===== src/rtl/fetch_queue.sv =====
// fetch_queue: instruction fetch PC, one-deep request credit and circular instruction queue.
// Optional same-cycle response bypass when FETCH_QUEUE_BYPASS_EN is defined.  Revision: 1.0
`default_nettype none

module fetch_queue #(
    parameter int              XLEN       = 32,
    parameter int              DEPTH      = 4,
    parameter logic [XLEN-1:0] INITIAL_PC = '0
) (
    input  logic                       clock_i,
    input  logic                       reset_ni,
    output logic [XLEN-1:0]            imem_addr_o,
    output logic                       imem_req_o,
    input  logic                       imem_ready_i,
    input  logic                       imem_rvalid_i,
    input  logic [XLEN-1:0]            imem_rdata_i,
    input  logic                       redirect_i,
    input  logic [XLEN-1:0]            redirect_pc_i,
    output logic                       out_valid_o,
    output logic [XLEN-1:0]            out_instr_o,
    output logic [XLEN-1:0]            out_pc_o,
    input  logic                       out_ready_i,
    output logic [$clog2(DEPTH):0]     occupancy_o
);

    localparam int AW = $clog2(DEPTH);

    logic [XLEN-1:0] pc_q, pc_d;
    logic [XLEN-1:0] ipc_q, ipc_d;
    logic            inflight_q, inflight_d;
    logic            flush_q, flush_d;
    logic [AW:0]     rptr_q, rptr_d;
    logic [AW:0]     wptr_q, wptr_d;

    logic [XLEN-1:0] instr_mem [DEPTH];
    logic [XLEN-1:0] pc_mem    [DEPTH];

    logic [AW:0]     occ;
    logic            empty;
    logic            full;
    logic            credit_ok;
    logic            accept;
    logic            resp_ok;
    logic            bypass;
    logic            bypass_take;
    logic            push;
    logic            pop;
    logic [XLEN-1:0] head_instr;
    logic [XLEN-1:0] head_pc;

    assign occ       = wptr_q - rptr_q;
    assign empty     = (wptr_q == rptr_q);
    assign full      = (wptr_q[AW] != rptr_q[AW]) && (wptr_q[AW-1:0] == rptr_q[AW-1:0]);
    // Credit counts the single outstanding request so a push can never find the queue full.
    assign credit_ok = ({1'b0, occ} + {{(AW+1){1'b0}}, inflight_q}) < (AW+2)'(DEPTH);

    assign imem_req_o  = reset_ni && !redirect_i && credit_ok;
    assign imem_addr_o = pc_q;
    assign occupancy_o = occ;
    assign accept      = imem_req_o && imem_ready_i;
    assign resp_ok     = imem_rvalid_i && inflight_q && !flush_q && !redirect_i;

`ifdef FETCH_QUEUE_BYPASS_EN
    assign bypass = empty && resp_ok;
`else
    assign bypass = 1'b0;
`endif

    assign bypass_take = bypass && out_ready_i;
    assign push        = resp_ok && !bypass_take && !full;
    assign pop         = !empty && out_ready_i && !redirect_i;

    always_comb begin
        pc_d       = pc_q;
        ipc_d      = ipc_q;
        inflight_d = 1'b0;
        flush_d    = 1'b0;
        rptr_d     = rptr_q;
        wptr_d     = wptr_q;
        if (redirect_i) begin
            pc_d    = redirect_pc_i & ~XLEN'(3);
            rptr_d  = wptr_q;
            flush_d = 1'b1;
        end else begin
            wptr_d = wptr_q + {{AW{1'b0}}, push};
            rptr_d = rptr_q + {{AW{1'b0}}, pop};
            if (accept) begin
                pc_d       = pc_q + XLEN'(4);
                ipc_d      = pc_q;
                inflight_d = 1'b1;
            end
        end
    end

    always_ff @(posedge clock_i or negedge reset_ni) begin
        if (!reset_ni) begin
            pc_q       <= INITIAL_PC;
            ipc_q      <= '0;
            inflight_q <= 1'b0;
            flush_q    <= 1'b0;
            rptr_q     <= '0;
            wptr_q     <= '0;
        end else begin
            pc_q       <= pc_d;
            ipc_q      <= ipc_d;
            inflight_q <= inflight_d;
            flush_q    <= flush_d;
            rptr_q     <= rptr_d;
            wptr_q     <= wptr_d;
        end
    end

    // Storage is never read while empty, so it needs no reset.
    always_ff @(posedge clock_i) begin
        if (push) begin
            instr_mem[wptr_q[AW-1:0]] <= imem_rdata_i;
            pc_mem[wptr_q[AW-1:0]]    <= ipc_q;
        end
    end

    assign head_instr = instr_mem[rptr_q[AW-1:0]];
    assign head_pc    = pc_mem[rptr_q[AW-1:0]];

`ifdef FETCH_QUEUE_BYPASS_EN
    always_comb begin
        out_valid_o = !empty || bypass;
        out_instr_o = '0;
        out_pc_o    = '0;
        if (!empty) begin
            out_instr_o = head_instr;
            out_pc_o    = head_pc;
        end else if (bypass) begin
            out_instr_o = imem_rdata_i;
            out_pc_o    = ipc_q;
        end
    end
`else
    always_comb begin
        out_valid_o = !empty;
        out_instr_o = '0;
        out_pc_o    = '0;
        if (!empty) begin
            out_instr_o = head_instr;
            out_pc_o    = head_pc;
        end
    end
`endif

endmodule

`default_nettype wire

===== config.mk =====
export PLATFORM = sky130hd
export DESIGN_NAME = fetch_queue
export DESIGN_NICKNAME = d
export VERILOG_FILES = /design/src/rtl/fetch_queue.sv
export SDC_FILE = /design/constraint.sdc
export NUM_CORES = 1
export LEC_CHECK = 0
export CELL_PAD_IN_SITES_DETAIL_PLACEMENT = 1
export CELL_PAD_IN_SITES_GLOBAL_PLACEMENT = 1
export CORE_ASPECT_RATIO = 0.5
export CORE_UTILIZATION = 48
export CTS_CLUSTER_SIZE = 12
export DETAILED_ROUTE_END_ITERATION = 10
export DONT_BUFFER_PORTS = 1
export PLACE_DENSITY_LB_ADDON = 0.1
export SLEW_MARGIN = 20
export SYNTH_ARGS = -nofsm -noshare
export SYNTH_HDL_FRONTEND = slang
export SYNTH_SLANG_ARGS = --single-unit
export TNS_END_PERCENT = 100

===== constraint.sdc =====
create_clock -name clock_i -period 4.1 [get_ports clock_i]
set_input_delay 0.82 -clock clock_i [delete_from_list [all_inputs] [get_ports clock_i]]
set_output_delay 0.82 -clock clock_i [all_outputs]
set_load 0.05 [all_outputs]

== Yosys cells after proc, flatten, opt, wreduce, memory -nomap -nowiden ==
Memories as Yosys holds them, arrays and structs flattened.
Cells that the tools add are included.

* Order comparisons: 1
* Eq/ne operators: 3
* Shifts and indexed selects: 0
* Muxes and demuxes: 10
* Reduce and logical (&&, ||, !) cells: 16
* Bitwise operators: 1
* Multiply operators: 0
* $add $sub $neg: 5
* Div/mod/pow operators: 0

{| class="wikitable"
|+ Operators with widths
! kind !! count
|-
| $mux 32 || 4
|-
| $add 32x3->32 const B || 1
|-
| $logic_and 1x1->1 || 10
|-
| $add 3x1->3 || 2
|-
| $mux 1 || 5
|-
| $add 3x1->4 || 1
|-
| $logic_not 1->1 || 4
|-
| $lt 4x3->1 const B || 1
|-
| $eq 3x3->1 || 1
|-
| $mux 3 || 1
|-
| $sub 3x3->3 || 1
|-
| $eq 2x2->1 || 1
|-
| $reduce_and 2->1 || 1
|-
| $reduce_bool 2->1 || 1
|-
| $ne 1x1->1 || 1
|-
| $not 1->1 || 1
|}

* Memories: 2
* Memory bits (writable): 256
* Bits in latches: 0
* Bits in registers: 72
* ROM bits: 0
* Word-level logic and storage cells: 44

{| class="wikitable"
|+ Memory list
! name !! words !! bits a word !! read ports !! clocked after memory_dff !! wr ports !! RTL line !! text
|-
| instr_mem || 4 || 32 || 1 || 0 || 1 || 35 || <nowiki>logic [XLEN-1:0] instr_mem [DEPTH];</nowiki>
|-
| pc_mem || 4 || 32 || 1 || 0 || 1 || 36 || <nowiki>logic [XLEN-1:0] pc_mem [DEPTH];</nowiki>
|}

== Logic depth before layout (Yosys ltp) ==
* Depth in word-level cells: 7
* Depth in mapped cells: 12

== Worst setup path before layout ==
OpenSTA, ideal clock, no wires.

* Path type: register -> register
* Start: reg rptr_q[1]
* End: mem instr_mem[1][0] (enable)
* Data arrival time: 3.400 ns
* Setup slack: 0.273 ns
* Cell stages (with the launch flop): 9
* Data required time: 3.673 ns
* Clock period less this slack: 3.827 ns
* Path through: dfrtp_1 clkbuf_1 clkbuf_1 inv_1 ha_1 nand2_1 nor2_1 nor4_1 and3_1

* Word-level cells in the longest chain between the ends: 6

{| class="wikitable"
|+ RTL lines
! what !! RTL line !! text
|-
| start: declaration || 32 || <nowiki>logic [AW:0] rptr_q, rptr_d;</nowiki>
|-
| start signal: assignment || 108 || <nowiki>rptr_q <= rptr_d;</nowiki>
|-
| $eq 2x2->1 || 53 || <nowiki>assign full = (wptr_q[AW] != rptr_q[AW]) && (wptr_q[AW-1:0] == rptr_q[AW-1:0]);</nowiki>
|-
| $logic_and 1x1->1 || 53 ||
|-
| $logic_not 1->1 || 70 || <nowiki>assign push = resp_ok && !bypass_take && !full;</nowiki>
|-
| $logic_and 1x1->1 || 70 ||
|-
| $mux 1 || 115 || <nowiki>if (push) begin</nowiki>
|-
| $mux 1 (implied by the code) || 116 || <nowiki>instr_mem[wptr_q[AW-1:0]] <= imem_rdata_i;</nowiki>
|-
| end: declaration || 35 ||
|}

No other way between the ends.

== Worst setup path after layout ==
* Start: reg rptr_q[1]
* End: out out_instr_o[22]

* Word-level cells in the longest chain between the ends: 2
* Elaborated cells between the ends (all ways): 3

{| class="wikitable"
|+ RTL lines
! what !! RTL line !! text
|-
| $mem_v2 4x32 / $eq 3x3->1 (equally long branches) || -- ||
|-
| $mux 32 (*) || 142 || <nowiki>if (!empty) begin</nowiki>
|-
| end: declaration || 20 || <nowiki>output logic [XLEN-1:0] out_instr_o,</nowiki>
|}

Mark *: on every way between the ends. The rest lies on a longest branch, timed or not.

==> impl_summary.log <==
[metrics] outcome: complete, no violations
[metrics] clk_skew: 16.7 ps
[metrics] count of final setup violators: 0
[metrics] leading post-synthesis cells by cell area: edfxtp_1, dfrtp_1, mux4_2, nand2_1, nor2b_1
[metrics] proportion of synthesized chip area in sequential cells: 70.6%
[metrics] Mean Syn Cell Area: 16.2 um^2
[metrics] kind of end point of the critical path: primary output
[metrics] global routing usage on met1: 30.8%
[metrics] number of clock sinks seen by CTS: 316
[metrics] worst-margin pin slew: 891 ps
[metrics] Area Overhead vs Synth: 13.7%
[metrics] Filler Cells Inserted: 2472
[metrics] Combinational Power Share: 33.0%
[metrics] count of flip-flops with a built-in enable after synthesis: 248
[metrics] proportion of power drawn by flip-flops and latches: 41.8%
[metrics] layout cells sized above 1: 21.9%
[metrics] ratio of total power to cell area: 697 nW/um^2
[metrics] share of synthesized registers carrying an async set or reset: 21.5%
[metrics] count of buffers from port buffering: 0
[metrics] Die ar.: 27700 um^2
[metrics] Most used DFF post-synth: edfxtp_1
[metrics] number of distinct library cells after synthesis: 57
[metrics] postcts setup bufs: 0
[metrics] grt met2 use: 33.1%
[metrics] CP max FO: 21
[metrics] critical path data required time: 3280 ps
[metrics] max frequency: 279 MHz
[metrics] TritonCTS clock tree: yes
[metrics] initial standard-cell utilization of the core: 48.9%
[metrics] total inserted antenna cells: 0
[metrics] Routability Congestion: 0.768
[metrics] Clock Root Buffer: clkbuf_16
[metrics] CTS H-tree depth: 1
[metrics] setup repair after global routing missed its margin: false
[metrics] Die Wd: 234 um
[metrics] mapped cell area: 12900 um^2
[metrics] critical path class: reg -> out
[metrics] number of design rule violations left after detail routing: 0
[metrics] final total power: 10300 uW
[metrics] worst-case vdd ir drop: 0.000336 V
[metrics] final net count: 938
[metrics] area share of the leading cell type in the synthesized netlist: 57.5%
[metrics] worst-case clock buffer depth: 3
[metrics] die span in y: 118 um
[metrics] largest net degree at the start of global routing: 69
[metrics] switching power share of the total: 37.7%
[metrics] all-layer global routing usage: 21.0%
[metrics] endpoints failing hold: 0
[metrics] Floorplan Core Area: 26500 um^2
[metrics] WL final: 28100 um
[metrics] clock transition at the register clock pins on the worst setup and hold paths after CTS: 60 ps
[metrics] Antenna Violating Nets Remaining: 0
[metrics] relative slew slack: 40.5%
[metrics] mean number of vias per cell: 5.66
[metrics] initial antenna violation count: 0
[metrics] met3 demand-to-capacity share in global routing: 4.46%
[metrics] placement-stage worst setup slack: 949 ps
[metrics] Min Clock Period, post-route: 3580 ps
[metrics] source-to-sink clock delay at the later pin of the worst-skew pair: 570 ps
[metrics] wire length of the first global-routing pass: 44000 um
[metrics] clock share of power: 25.3%
[metrics] Setup TNS: 0 ps
[metrics] Iter 0 DRT Violations: 428
[metrics] post-route clock period utilization: 87.3%
[metrics] flip-flop and latch count after synthesis: 316
[metrics] hold crit path type: in -> async
[metrics] post-DP HPWL: 17300 um
[metrics] internal power consumption: 6390 uW
[metrics] net switching power: 3870 uW
[metrics] standard-cell rows: 42
[metrics] synth warn: 0
[metrics] Maximum Capacitance Violations: 0
[metrics] grt peak-use layer: met2
[metrics] number of cells traversed by the worst register-to-register path: 7
[metrics] post-synthesis instance total: 800
[metrics] mean routed wirelength per cell: 22.7 um
[metrics] number of buffers created by CTS: 30
[metrics] Setup WS post-layout: 520 ps
[metrics] total iterations of the first detailed-routing run: 4
[metrics] vias in the first global route: 7403
[metrics] cell type with the highest aggregate area in the netlist: edfxtp_1
[metrics] I/O pin count: 171
[metrics] Leakage Power: 0.00514 uW
[metrics] data arrival time at the worst-slack endpoint: 2760 ps
[metrics] via count of the routed design: 6997
[metrics] CP Launch Type: flip-flop
[metrics] Pins Over Slew Limit: 0
[metrics] GRT overflow: 0
-- stage by stage --
stage	util [%]	hold WS, ps	cells	instance area [um^2]
3_3_place_gp	52.1	489	1179	13800
6_report	55.6	144	1236	14700
3_5_place_dp	52.1	514	1179	13800
4_1_cts	55.6	140	1236	14700
5_1_grt	55.6	147	1236	14700
2_1_floorplan	-	476	803	13000
-- power groups by stage --
stage	Combinational (uW)	Sequential [uW]	Clock, uW
2_1_floorplan	2560	4160	0
3_5_place_dp	3420	4350	0
5_1_grt	3610	4320	2770
4_1_cts	3450	4290	2660
3_3_place_gp	3390	4310	0
6_report	3380	4280	2590
-- routing by layer --
| layer | share of wire [%] | vias to the layer above |
|---|---|---|
| met1 | 45 | 3650 |
| li1 | - | 3158 |
| met5 | 0 | - |
| met2 | 48 | 155 |
| met4 | 1.5 | 0 |
| met3 | 5.4 | 34 |
-- worst paths after layout --
kind	start	end	slack, ps
worst max-delay path	rptr_q[1]	out_instr_o[22]	520
worst min-delay path	reset_ni	wptr_q[2]	140
worst max register to register	rptr_q[1]	pc_mem[1][7]	980
worst min register to register	ipc_q[9]	pc_mem[0][9]	530
max in group asynchronous	reset_ni	ipc_q[8]	3660
min in group clock_i	imem_rdata_i[14]	instr_mem[2][14]	340
-- registers in the layout, summed over array words and instances, names as in the netlist --
signal and flops:
imem_addr_o 30, pc_mem 120, ipc_q 30, rptr_q 3, instr_mem 128, wptr_q 3, flush_q 1, inflight_q 1
-- logic make-up (layout without fill, tap and decap cells) --
kind of cell | Yosys count | after routing | synth area share [%]
buffers and inverters | 63 | 144 | 2.43
adder cells (fa/ha/maj) | 8 | 8 | 0.831
AND/OR/NAND/NOR | 266 | 266 | 10.7
flip-flops | 316 | 316 | 70.6
multiplexers | 67 | 67 | 11.2
XOR/XNOR | 5 | 5 | 0.454
other | 1 | 4 | 0.0290
AO/OA/AOI/OAI | 74 | 74 | 3.75
-- synthesized netlist by cell type (7+ instances only) --
| cell | number |
|---|---|
| edfxtp_1 | 248 |
| nand2_1 | 133 |
| dfrtp_1 | 68 |
| nor2b_1 | 64 |
| mux4_2 | 62 |
| o21ai_0 | 28 |
| clkbuf_1 | 21 |
| buf_2 | 17 |
| nand3_1 | 15 |
| nor2_1 | 14 |
| inv_1 | 13 |
| o311ai_0 | 12 |
| o211ai_1 | 9 |
| a31oi_1 | 7 |
| and3_1 | 7 |
| ha_1 | 7 |
| nand4_1 | 7 |
-- cell usage in the layout, fill, tap and decap left out, drive strengths merged, types with 3 or more instances in the layout --
cell,n
mux4,62
nand2,133
dfrtp,68
a41oi,3
inv,14
o21ai,30
ha,7
xnor2,4
nor2,15
nor2b,64
and2,3
and3,7
edfxtp,248
mux2i,4
o211ai,9
a21boi,3
nand4,11
conb,4
clkbuf,55
nor3,3
o311ai,14
nand3,16
a21oi,4
a31oi,7
nor4,4
buf,74
-- timing repair --
item | 4_1_cts | 5_1_grt
endpoints found under the setup margin | 0 | 0
gates resized for setup | 0 | 0
hold buffers | 1 | 0
hold endpoints to repair | 68 | 0
-- critical path, stage by stage (launching register included) --
cell,delay [ps]
dfrtp_4,630
inv_1,90
ha_1,300
and3_2,500
buf_4,360
nor2b_1,100
buf_4,200
-- layout make-up --
cell class / instances / area [um^2] / area share (%)
clock buffer: 55 / 885 / 6.01
timing repair buffer: 74 / 651 / 4.42
sequential: 316 / 9160 / 62.2
clock inverter: 1 / 16.3 / 0.111
tap: 352 / 440 / 2.99
inverter: 14 / 52.6 / 0.357
multi-input combinational: 424 / 3520 / 23.9
Note: power is estimated with default switching activity, not from simulation.
